**config.mk**
```make
export PLATFORM = sky130hd
export DESIGN_NAME = core_memory_subsystem
export DESIGN_NICKNAME = d
export VERILOG_FILES = /design/src/rtl/core_memory_subsystem.sv
export SDC_FILE = /design/constraint.sdc
export NUM_CORES = 1
export LEC_CHECK = 0
export CORE_MARGIN = 2
export CORE_UTILIZATION = 60
export DETAILED_ROUTE_END_ITERATION = 10
export PLACE_DENSITY = 0.79
export SLEW_MARGIN = 15
export SYNTH_ARGS = -nofsm -noshare
export SYNTH_HDL_FRONTEND = slang
export SYNTH_SLANG_ARGS = --single-unit
```
**constraint.sdc**
```tcl
create_clock -name clk -period 7.5 [get_ports clk]
set_input_delay 1.875 -clock clk [delete_from_list [all_inputs] [get_ports clk]]
set_output_delay 1.875 -clock clk [all_outputs]
set_load 0.02 [all_outputs]
```
**src/rtl/core_memory_subsystem.sv**
```systemverilog
// Instruction/data memory responder: host stream loads imem then dmem under core reset, then serves the core.
// Reads are zero-latency combinational; load_ready is a pure state decode, so the host is paced only by state.
module core_memory_subsystem #(
  parameter int DEPTH  = 16,
  parameter int ADDR_W = 4,
  parameter int DATA_W = 16
) (
  input  logic              clk,
  input  logic              reset,
  input  logic              load_valid,
  input  logic [DATA_W-1:0] load_data,
  input  logic              load_last,
  output logic              load_ready,
  input  logic              restart,
  output logic              core_reset,
  input  logic [ADDR_W-1:0] address_to_instruction_memory,
  output logic [DATA_W-1:0] data_from_instruction_memory,
  input  logic [ADDR_W-1:0] address_to_main_memory,
  input  logic [DATA_W-1:0] data_to_main_memory,
  input  logic              data_to_main_memory_write_en,
  output logic [DATA_W-1:0] data_from_main_memory,
  output logic [15:0]       dmem_write_count
);

  typedef enum logic [1:0] {IDLE, LOAD_IMEM, LOAD_DMEM, RUN} state_t;

  state_t            state;
  logic [ADDR_W-1:0] word_cnt;
  logic [DATA_W-1:0] imem [DEPTH];
  logic [DATA_W-1:0] dmem [DEPTH];

  logic load_hs;
  logic region_end;
  logic core_wr;

  assign load_hs    = load_valid && load_ready;
  assign region_end = load_hs && ((word_cnt == ADDR_W'(DEPTH - 1)) || load_last);
  assign core_wr    = (state == RUN) && data_to_main_memory_write_en;

  // Outputs are registered alongside the state so they never see load_valid.
  always_ff @(posedge clk or posedge reset) begin
    if (reset) begin
      state            <= IDLE;
      word_cnt         <= '0;
      load_ready       <= 1'b0;
      core_reset       <= 1'b1;
      dmem_write_count <= '0;
    end else begin
      case (state)
        IDLE: begin
          state      <= LOAD_IMEM;
          load_ready <= 1'b1;
        end
        LOAD_IMEM: begin
          if (region_end) begin
            state    <= LOAD_DMEM;
            word_cnt <= '0;
          end else if (load_hs) begin
            word_cnt <= word_cnt + ADDR_W'(1);
          end
        end
        LOAD_DMEM: begin
          if (region_end) begin
            state      <= RUN;
            word_cnt   <= '0;
            load_ready <= 1'b0;
            core_reset <= 1'b0;
          end else if (load_hs) begin
            word_cnt <= word_cnt + ADDR_W'(1);
          end
        end
        RUN: begin
          if (restart) begin
            state      <= LOAD_IMEM;
            word_cnt   <= '0;
            load_ready <= 1'b1;
            core_reset <= 1'b1;
          end
        end
        default: state <= IDLE;
      endcase
      if (core_wr && (dmem_write_count != 16'hFFFF))
        dmem_write_count <= dmem_write_count + 16'd1;
    end
  end

  // Arrays are deliberately unreset; writes are gated by state, which reset forces to IDLE.
  always_ff @(posedge clk) begin
    if (load_hs && (state == LOAD_IMEM))
      imem[word_cnt] <= load_data;
    if (load_hs && (state == LOAD_DMEM))
      dmem[word_cnt] <= load_data;
    else if (core_wr)
      dmem[address_to_main_memory] <= data_to_main_memory;
  end

  always_comb begin
    data_from_instruction_memory = '0;
    data_from_main_memory        = '0;
    if (state == RUN) begin
      data_from_instruction_memory = imem[address_to_instruction_memory];
      data_from_main_memory        = dmem[address_to_main_memory];
    end
  end

endmodule
```
Yosys cells after proc, flatten, opt, wreduce, memory -nomap -nowiden
Memory sizes are Yosys's and may differ from the RTL's.
Index checks and enable logic that the tools add are counted.
Word-level totals
  flip-flop bits (word level): 24
  memory bits (writable): 512
  input port bits: 46
  output and inout port bits: 50
  logic and storage cells: 59
  memories: 2
Memory list
  dmem: words 16, width 16, read ports 1, clocked after Yosys merged registers in 0, wr ports 1, line 30  | logic [DATA_W-1:0] dmem [DEPTH];
  imem: words 16, width 16, read ports 1, clocked after Yosys merged registers in 0, wr ports 1, line 29  | logic [DATA_W-1:0] imem [DEPTH];
Cells by class
  add/subtract/negate cells: 2
  equal/unequal tests: 9
  muxes and demuxes: 24
  reduce and logical (&&, ||, !) cells: 17
Operator list (count)
  two-way mux 16 bit: 3
  adder 16 x 1 -> 16 bit (second input constant): 1
  two-way mux 4 bit: 4
  inequality test 16 bit (second input constant): 1
  OR reduction 16 bit: 1
  AND reduction 3 bit: 4
  two-way mux 1 bit: 10
  case mux 2 bit (4 select lines): 1
  case mux 4 bit (2 select lines): 1
  logical AND 1 bit: 6
  two-way mux 2 bit: 3
  inequality test 2 bit (second input constant): 3
  adder 4 x 1 -> 4 bit (second input constant): 1
  == test 2 bit (second input constant): 2
  == test 4 bit (second input constant): 1
  nonzero test 2 bit: 2
  inequality test 3 x 1 -> 1 bit (second input constant): 1
  case mux 1 bit (3 select lines): 1
  nonzero test 3 bit: 1
  == test 2 x 1 -> 1 bit (second input constant): 1
  zero test 2 bit: 1
  case mux 1 bit (2 select lines): 1
  OR reduction 2 bit: 1
  logical OR 1 bit: 1

Longest topological paths before layout
Gate-level depths: netlist (run 1).
  depth after elaboration: 7
  depth in mapped cells: 7
  gate-level depth less buffers: 6

Worst setup path after synthesis (run 1)
OpenSTA, ideal clock, no wires.
  path kind: input to output
  start: input port address_to_instruction_memory[0]
  end: output port data_from_instruction_memory[12]
  arrival time: 3.203 ns
  required time: 5.625 ns
  setup slack: 2.422 ns
  stages: 6
  path buffers: 3
  cell sequence: buf_4 buf_6 buf_4 mux4_2 nand3_1 o211ai_1
On the way
  cells in the longest elaborated chain, start to end: 2
RTL lines
  from (decl): line 16  | input logic [ADDR_W-1:0] address_to_instruction_memory,
  memory (16 x 16 bit)
  two-way mux 16 bit: line 100  | if (state == RUN) begin
  to (decl): line 17  | output logic [DATA_W-1:0] data_from_instruction_memory,
No other way between the ends.

Worst setup path in the final report (run 1)
  start: input port address_to_main_memory[0]
  end: output port data_from_main_memory[10]
On the way
  cells in the longest elaborated chain, start to end: 2
RTL lines
  from (decl): line 18  | input logic [ADDR_W-1:0] address_to_main_memory,
  memory (16 x 16 bit)
  two-way mux 16 bit: line 100
  to (decl): line 21  | output logic [DATA_W-1:0] data_from_main_memory,
No other way between the ends.

==> summary.md, run 1 <==
| Metric | Value |
|---|---|
| Netlist Area Pre-Place | 21,410 µm² |
| Post-cts resize count | 0 |
| Largest delay contributor family on the critical path | buffers and inverters |
| PnR worst setup slack | 1.159 ns |
| Net Sw Frac | 25.73% |
| Minimum hold slack | 0.5039 ns |
| Vias per cell | 6.501 |
| Core Region | 35,310 µm² |
| Vias in the first global route | 11,250 |
| FP Rows | 69 |
| Skew final | 0.01873 ns |
| Seq pwr share | 50.6% |
| Clk sink count | 536 |
| Final wirelength | 47,740 µm |
| WP data required | 5.62 ns |
| Top_reg_cell synth | edfxtp_1 |
| # H-tree levels | 2 |
| Area share of and/or/nand/nor cells after synthesis | 3.220% |
| Synthesized instance count | 1,053 |
| Crit path max-delay cell type | buf_4 |
| Synthesized-area fraction occupied by adder cells | 0.5844% |
| Hold Crit Class | reg2reg |
| Worst-Margin Slew | 1.245 ns |
| Overall power | 7.100 mW |
| Pre-CTS setup slack | 1.201 ns |
| Peak VDD IR | 0.2242 mV |
| Clock period minus worst slack | 6.341 ns |
| Drt wl/cell | 28.47 µm |
| Unrepaired setup endpoints after global routing | false |
| Die W | 192.9 µm |
| Worst path bufs/invs | 3 |
| Synth-to-Final Area Change | 14.50% |
| Synth Area in Compound Gates | 3.173% |
| GRT Total Usage | 26.71% |
| FFs w/ async S/R, synth | 4.478% |
| Placed Area | 22,970 µm² |
| Largest family of logic cells by synthesized area | multiplexers |
| Clk_lat worst skew | 0.59 ns |
| Crit Path Class | in2out |
| # IOs | 96 |
| Hold Fails Final Rpt | 0 |
| Critical Path Fanout Max | 55 |
| P_sw | 1.827 mW |
| Root Buffer Master | clkbuf_16 |
| Crit path DAT | 4.47 ns |
| Critical Path Sink Type | output pin |
| Fmax achieved | 0.1577 GHz |
| Post-synth net total | 1,109 |
| Combinational share of power | 15.9% |
| Pwr/cell area | 289.6 nW/µm² |
| Count of pins over their slew limit | 0 |
| Crit start category | primary input |
| Nets | 1,236 |
| XOR/XNOR Fraction of Synth Area | 0.5727% |
| EDFF count, synth | 512 |
| Slew margin rel. | 16.89% |
| Layout cell share with drive strength beyond 1 | 22.22% |
| Internal power | 5.273 mW |
| Final period utilization | 84.55% |
| GP Congestion | 0.8457 |
| Hpwl dp | 27,440 µm |
| #FFs+latches synth | 536 |
| CTS max path bufs | 3 |
| Slowest cell delay on critical path | 0.75 ns |
| CTS tree | built |
| Initial Util | 60.63% |
| Share of total power in the clock network | 33.5% |
| PortBufs | 95 |
| Initial DRC count | 1,258 |
| Mux contribution to synthesized area | 16.39% |
| Netlist cell types | 52 |
| CTS buffer count | 51 |
| Initial antenna violation count | 1 |
| Final TNS setup | 0 ns |
| Max-cap violations | 0 |
| GRT overflow | 0 |
| Global-route wire length before repair | 70,390 µm |
| DRC | 0 |
| Worst r2r src | state[1] |
| Post-CTS Hold Buffers | 0 |
| CP cell instances | buf_4 > buf_12 > mux4_2 > mux2i_1 > o22ai_1 > clkdlybuf4s50_1 |
| Seq/Total Area, Yosys | 74.62% |
| Post-route cell area | 24,510 µm² |
| Run status | finished clean |
| Antenna viol nets, final | 0 |
| Via count | 10,900 |
| Die ar. | 37,210 µm² |
| Clock transition at path regs | 0.06 ns |
| Total number of yosys warnings | 0 |
| Largest net degree at the start of global routing | 56 |
| Post-CTS Setup Inserts | 0 |
| Average size of a mapped cell | 20.33 µm² |
| Hold path startpoint | dmem_write_count[7] |
| P_leak | 7.995 nW |
| Drt first pass iters | 5 |
| Overall die height | 192.9 µm |
| Setup crit start | address_to_main_memory[0] |
| Setup violators final | 0 |
[sequential cells by signal, indices dropped and copies added (netlist names)]
register / cells
core_reset: 1
word_cnt: 4
dmem: 256
imem: 256
state: 2
dmem_write_count: 16
load_ready: 1
[worst reg2reg max path, cell delays in order, from the launching register on]
cell	delay, ns
dfrtp_1	0.40
ha_1	0.55
and2_1	0.58
nand2_1	0.76
mux2i_1	0.35
nor2_2	0.99
buf_4	0.26
[cell families after synthesis]
| logic type | Yosys count |
|---|---|
| AO/OA/AOI/OAI | 93 |
| XOR/XNOR | 14 |
| adder cells (fa/ha/maj) | 10 |
| buffers and inverters | 59 |
| flip-flops | 536 |
| multiplexers | 203 |
| AND/OR/NAND/NOR | 138 |
[power by group through the flow]
stage          clock network, mW  registers (mW)  logic (mW)
2_1_floorplan                  0            3.65       0.647
3_3_place_gp                   0            3.64        1.09
3_5_place_dp                   0            3.65        1.11
4_1_cts                     2.41            3.59        1.12
5_1_grt                     2.52            3.60        1.20
6_report                    2.38            3.59        1.13
[cell type report]
class / count / area, µm²
diodes: 1 / 2.502
clock inverters: 25 / 181.4
inverters: 8 / 30.03
flip-flops and latches: 536 / 15980
repair buffers: 125 / 1169
multi-input cells: 458 / 5235
fillers: 2136 / 10800
clock buffers: 63 / 1343
well taps: 461 / 576.8
[per-layer routing]
| metal | vias to the layer above | part of all wire (%) | routed length (µm) | GRT usage [%] |
|---|---|---|---|---|
| met2 | 532 | 52 | 24680 | 45.18 |
| met1 | 5638 | 38 | 18080 | 35.30 |
| met5 | - | 0 | 0 | 0 |
| met4 | 0 | 3.3 | 1582 | 10.34 |
| li1 | 4627 | - | - | - |
| met3 | 105 | 7.1 | 3395 | 4.274 |
[cells in the final DEF, fill, tap and decap left out, types with 13 or more instances in the layout]
cell type / instances
a22oi_1: 13
buf_4: 31
clkbuf_16: 52
clkdlybuf4s50_1: 90
dfrtp_1: 23
edfxtp_1: 512
mux2i_1: 67
mux4_2: 116
nand2_1: 33
nand3_1: 18
nor2_2: 24
o22ai_1: 20
[final timing paths]
| path | slack [ns] | cells after the start | to |
|---|---|---|---|
| max in group asynchronous | 5.13 | 2 | dmem_write_count[0] |
| min in group asynchronous | 1.79 | 2 | dmem_write_count[13] |
| setup reg to reg | 3.34 | 6 | dmem[15][9] |
| setup / recovery | 1.16 | 6 | data_from_main_memory[10] |
| hold / removal | 0.50 | 1 | dmem_write_count[7] |
| hold reg to reg | 0.50 | 1 | dmem_write_count[7] |
[synth_stat cells (4+ instances only)]
master | number | area share [%]
a211oi_1 | 11 | 0.39
o22ai_1 | 20 | 0.58
mux2i_1 | 67 | 3.1
nand4_1 | 6 | 0.18
mux4_2 | 116 | 12
nand2_1 | 33 | 0.58
a22o_1 | 4 | 0.16
edfxtp_1 | 512 | 72
nand3_1 | 18 | 0.42
xor2_1 | 12 | 0.49
a21oi_1 | 8 | 0.19
mux2_2 | 11 | 0.58
inv_1 | 7 | 0.12
nor3_1 | 7 | 0.16
buf_4 | 8 | 0.28
and3_1 | 5 | 0.15
buf_6 | 5 | 0.26
o21ai_1 | 6 | 0.14
a32oi_1 | 4 | 0.16
mux2_1 | 9 | 0.47
a22oi_1 | 13 | 0.46
ha_1 | 10 | 0.58
nor2_1 | 39 | 0.68
buf_2 | 15 | 0.35
nor2b_1 | 6 | 0.18
buf_1 | 7 | 0.12
clkbuf_1 | 16 | 0.28
and2_1 | 5 | 0.15
o211ai_1 | 9 | 0.32
dfrtp_1 | 23 | 2.7
[through the flow]
step	cells	util, %
final	1677	69.42
after global routing	1677	69.42
after CTS	1676	69.36
after detailed placement	1588	65.04
after global placement	1588	65.04
after floorplan	1053	-
Note: power is estimated with default switching activity, not from simulation.
==> run 2: changes to the inputs <==
- CORE_UTILIZATION: 60 -> 54
- PLACE_DENSITY: 0.79 -> 0.75
- clock period: 7.5 -> 5.28 ns (I/O delays scaled with it)
==> summary.md, run 2 (synthesis results as in run 1) <==
| Metric | Value |
|---|---|
| Run status | finished clean (unchanged) |
| CTS max path bufs | 3 (unchanged) |
| Final core occ | 64.04% (was 69.42%) |
| Combinational share of power | 15.9% (about the same) |
| Layout cell share with drive strength beyond 1 | 24.44% (was 22.22%) |
| Final wirelength | 47,310 µm (was 47,740 µm) |
| Worst-Margin Slew | 1.157 ns (was 1.245 ns) |
| Most frequent cells in the layout | edfxtp_1, mux4_2, clkdlybuf4s50_1, mux2i_1, buf_4 (was edfxtp_1, mux4_2, clkdlybuf4s50_1, mux2i_1, clkbuf_16) |
| Initial DRC count | 977 (was 1,258) |
| Clk sink count | 536 (unchanged) |
| Reg area | 15,980 µm² (unchanged) |
| PortBufs | 95 (unchanged) |
| Nets | 1,267 (was 1,236) |
| Initial Util | 55.01% (was 60.63%) |
| Clock transition at path regs | 0.06 ns (about the same) |
| Crit path max-delay cell type | clkdlybuf4s50_1 (was buf_4) |
| Hold Fails Final Rpt | 0 (unchanged) |
| Top flop regs | dmem: 256 flops, imem: 256 flops, dmem_write_count: 16 flops (unchanged) |
| CTS buffer count | 53 (was 51) |
| Multi-input gate area | 5220 µm² (was 5235 µm²) |
| Internal power | 7.533 mW (was 5.273 mW) |
| Pwr/cell area | 409.6 nW/µm² (was 289.6 nW/µm²) |
| Most common cell on crit path | clkdlybuf4s50_1 |
| Largest net degree at the start of global routing | 37 (was 56) |
| Minimum hold slack | 0.5011 ns (was 0.5039 ns) |
| WP data required | 3.96 ns (was 5.62 ns) |
| # H-tree levels | 2 (unchanged) |
| P_leak | 8.197 nW (was 7.995 nW) |
| Initial antenna violation count | 2 (was 1) |
| Vias per cell | 6.152 (was 6.501) |
| Drt first pass iters | 5 (unchanged) |
| Die ar. | 41,260 µm² (was 37,210 µm²) |
| CTS tree | built (unchanged) |
| Hold Crit Class | reg2reg (unchanged) |
| Most common cell after layout, fill and taps aside | edfxtp_1 (unchanged) |
| Post-CTS Hold Buffers | 0 (unchanged) |
| Post-CTS Setup Inserts | 0 (unchanged) |
| Critical Path Sink Type | output pin (unchanged) |
| Peak VDD IR | 0.3431 mV (was 0.2242 mV) |
| Fill count | 2,612 (was 2,136) |
| Hpwl dp | 28,910 µm (was 27,440 µm) |
| Share of total power in the clock network | 34.2% (was 33.5%) |
| Slowest cell delay on critical path | 0.69 ns (was 0.75 ns) |
| P_sw | 2.676 mW (was 1.827 mW) |
| Net Sw Frac | 26.21% (was 25.73%) |
| Crit path DAT | 3.64 ns (was 4.47 ns) |
| Core Region | 38,920 µm² (was 35,310 µm²) |
| Root Buffer Master | clkbuf_16 (unchanged) |
| Drt wl/cell | 26.71 µm (was 28.47 µm) |
| GRT Total Usage | 23.50% (was 26.71%) |
| # IOs | 96 (unchanged) |
| Max-cap violations | 0 (unchanged) |
| FP Rows | 72 (was 69) |
| Clk_lat worst skew | 0.61 ns (was 0.59 ns) |
| Crit Path Class | in2out (unchanged) |
| Antenna viol nets, final | 0 (unchanged) |
| Slew margin rel. | 22.76% (was 16.89%) |
| Synth-to-Final Area Change | 16.40% (was 14.50%) |
| Final TNS setup | 0 ns (unchanged) |
| Clock period minus worst slack | 4.955 ns |
| Count of pins over their slew limit | 0 (unchanged) |
| Overall power | 10.21 mW (was 7.100 mW) |
| Dpl cells | 1,674 (was 1,588) |
| CP cell instances | clkdlybuf4s50_1 > inv_2 > mux2i_1 > o22ai_1 > clkdlybuf4s50_1 (was buf_4 > buf_12 > mux4_2 > mux2i_1 > o22ai_1 > clkdlybuf4s50_1) |
| Fmax achieved | 0.2018 GHz |
| Die W | 203.1 µm (was 192.9 µm) |
| Critical Path Fanout Max | 18 (was 55) |
| Seq pwr share | 49.9% (was 50.6%) |
| Global-route wire length before repair | 70,410 µm (was 70,390 µm) |
| Via count | 10,900 (about the same) |
| Post-cts resize count | 0 (unchanged) |
| Final period utilization | 93.85% |
| Crit start category | primary input (unchanged) |
| GP Congestion | 0.7909 (was 0.8457) |
| DRC | 0 (unchanged) |
| Reg2reg setup slack | 2.01 ns (was 3.34 ns) |
| Skew final | 0.02207 ns (was 0.01873 ns) |
| GRT overflow | 0 (unchanged) |
| Overall die height | 203.1 µm (was 192.9 µm) |
| Unrepaired setup endpoints after global routing | false (unchanged) |
| Final Non-Filler Cells | 1,771 (was 1,677) |
| Setup violators final | 0 (unchanged) |
| Vias in the first global route | 11,240 (was 11,250) |
==> run 2: cell count changes in the layout (fill, tap and decap cells not counted), sizes merged <==
cell / before / now
buf: 35 / 64
clkinv: 21 / 27
bufinv: 2 / 1
clkbuf: 63 / 64
clkinvlp: 1 / 2
inv: 9 / 10
==> run 2: cell type report <==
cell class | count | area share [%]
diodes | 1 | 0.01004
clock buffers | 64 | 5.487
clock inverters | 32 | 0.8635
inverters | 8 | 0.1205
multi-input cells | 458 | 20.95
flip-flops and latches | 536 | 64.11
well taps | 518 | 2.601
repair buffers | 154 | 5.864
==> run 2: metrics by stage <==
stage          cell area, µm²  setup slack, ns
6_report                24920           0.3249
5_1_grt                 24920           0.2451
4_1_cts                 24920           0.3836
3_5_place_dp            23340           0.4077
3_3_place_gp            23330           0.4359
2_1_floorplan           21410            1.312
==> run 2: worst max-delay path: cells and delay by family <==
kind                   cells  cell delay (ns)
multiplexers               1             0.18
AO/OA/AOI/OAI              1             0.38
buffers and inverters      3             1.75
==> run 2: final timing paths <==
check / from / to / cells after the start
worst max-delay path: address_to_main_memory[2] / data_from_main_memory[14] / 5
worst min-delay path: dmem_write_count[15] / dmem_write_count[15] / 1
worst max register to register: state[0] / dmem[3][12] / 7
worst min register to register: dmem_write_count[15] / dmem_write_count[15] / 1
max in group asynchronous: reset / word_cnt[3] / 2
min in group asynchronous: reset / dmem_write_count[6] / 2
==> run 2: power by group through the flow <==
stage / logic (mW) / clock network [mW] / registers [mW]
after floorplan: 0.919 / 0 / 5.18
after global placement: 1.60 / 0 / 5.17
after detailed placement: 1.63 / 0 / 5.19
after CTS: 1.64 / 3.52 / 5.10
after global routing: 1.74 / 3.69 / 5.12
final: 1.62 / 3.49 / 5.10
==> run 2: routing by layer <==
| metal | part of all wire, % | GRT usage (%) | up-vias |
|---|---|---|---|
| met5 | 0.027 | 0 | - |
| met4 | 1.7 | 5.631 | 2 |
| met3 | 7.2 | 4.944 | 68 |
| met2 | 52 | 40.01 | 440 |
| met1 | 39 | 31.42 | 5685 |
| li1 | - | - | 4701 |
==> variant (settings of run 2) <==
The parameter `DATA_W` goes from 16 to 32.
--- a/src/rtl/core_memory_subsystem.sv
+++ b/src/rtl/core_memory_subsystem.sv
@@ -3,7 +3,7 @@
 module core_memory_subsystem #(
   parameter int DEPTH  = 16,
   parameter int ADDR_W = 4,
-  parameter int DATA_W = 16
+  parameter int DATA_W = 32
 ) (
   input  logic              clk,
   input  logic              reset,
Ports: changed (resized data_from_instruction_memory, data_from_main_memory, data_to_main_memory and load_data); port bits go from 96 to 160. The function was not compared with the original's and may differ.
==> variant against run 2 <==
Cell area up 92%; area after synthesis grew 91%; maximum frequency is 3.0% lower; routed wire length rose by 99%; final cell count rose by 84%; total power up 100%; sequential cell count is 512 higher; worst setup slack worse by 0.15 ns; critical path type unchanged; largest cell class unchanged.
==> variant: results (changes against run 2) <==
outcome=finished, final reports clean; CTS buffer count=103 (+94%); largest net degree at the start of global routing=39 (+5.4%); dpl ws=0.1958 ns (-0.2119 ns); Net Sw Frac=25.23% (-0.98 points); P_leak=15.52 nW (+89%); Cell Area, Placed=44310 um2 (+90%); CP arrival=3.79 ns (+0.15 ns); Via density=6.363 (+3.4%); area leader, netlist=edfxtp_1; number of global-route vias before repair=21180 (+88%); Post-Synth Adder-Cell Area=0.3057% (-0.28 points); Worst path max stage delay=0.61 ns (-0.08 ns); RR Endpoint=dmem[8][6]; CP max-delay cell=clkdlybuf4s50_1; R2R cell count=6 (-1); Flop pwr share=49.1% (-0.8 points); First DRT Iteration DRCs=2538 (+160%); post-synthesis mux area share=16.22% (-0.17 points); critical hold path startpoint=dmem_write_count[15]; layout cells sized above 1=23.32% (-1.1 points); Setup crit end=data_from_main_memory[13]; fin crit share=96.77% (+2.9 points); HPWL after DPL=52580 um (+82%); Cell variety after synth=49 (-5.8%); htree depth=3 (+1); Cells after DPL=3069 (+83%); final wirelength=94170 um (+99%); Tot GR Track Use=24.42% (+0.92 points); # fillers=4770 (+83%); number of antenna violations at the first check in global routing=7 (+5); top flop regs=dmem (512), imem (512), dmem_write_count (16); synthesized area per cell=20.97 um2 (+3.1%); xor/xnor share of the synthesized area=0.2782% (-0.29 points); WHS Path Cells=1 (unchanged); port buffer count=159 (+67%); flop2flop setup slack=1.77 ns (-0.24 ns); synth top area cells=edfxtp_1, mux4_2, mux2i_1; number of synthesized flops with an enable pin=1024 (+100%); Synth Area in Compound Gates=2.244% (-0.93 points); CP Max Fanout=15 (-3); main combinational cell family by area after synthesis=multiplexers; worst skew pair latency=0.66 ns (+0.05 ns); GP Congestion=0.8105 (+2.5%); post-layout net count=2293 (+81%); sequential share of the synthesized area=76.60% (+2.0 points); Fin Clk Skew=0.02224 ns (+0.0001675 ns); worst vdd ir=0.0003172 V (-7.5%); DR WL/cell=28.86 um (+8.0%); Slew Limit Headroom=32.87% (+10 points); power share of the clock group=36.4% (+2.2 points); Post-synth top cells=edfxtp_1, mux4_2, nand2_1, mux2i_1, o22ai_1; first-pass GRT wire length=138300 um (+96%)
## variant: what timing repair did
action,in CTS,in global routing
hold endpoints to repair,0,0
hold buffers,0,0
gates resized for setup,0,1
setup endpoints to repair,0,2
## variant: stage by stage
step | power, W | hold slack [ns]
finish | 0.02039 | 0.5189
detailed placement | 0.01314 | 0.5139
floorplan | 0.01174 | 0.5327
CTS | 0.02047 | 0.5255
global route | 0.02098 | 0.5473
global placement | 0.01304 | 0.4935
## variant: layer usage
layer	up-vias	part of all wire [%]	track usage (%)
li1	8643	-	-
met1	10890	39	34.10
met2	1077	50	40.37
met3	152	8.9	4.087
met4	4	2.3	6.796
met5	-	0.029	0
## variant: area by class of cell
cell class,count,area (um2),area share [%]
Clock buffer,122,2755,5.768
Antenna cell,4,10.01,0.02096
Multi-Input combinational cell,797,9253,19.37
Tap cell,969,1212,2.538
Clock inverter,68,690.7,1.446
Timing Repair Buffer,247,2462,5.155
Inverter,8,30.03,0.06287
Sequential cell,1048,31350,65.64
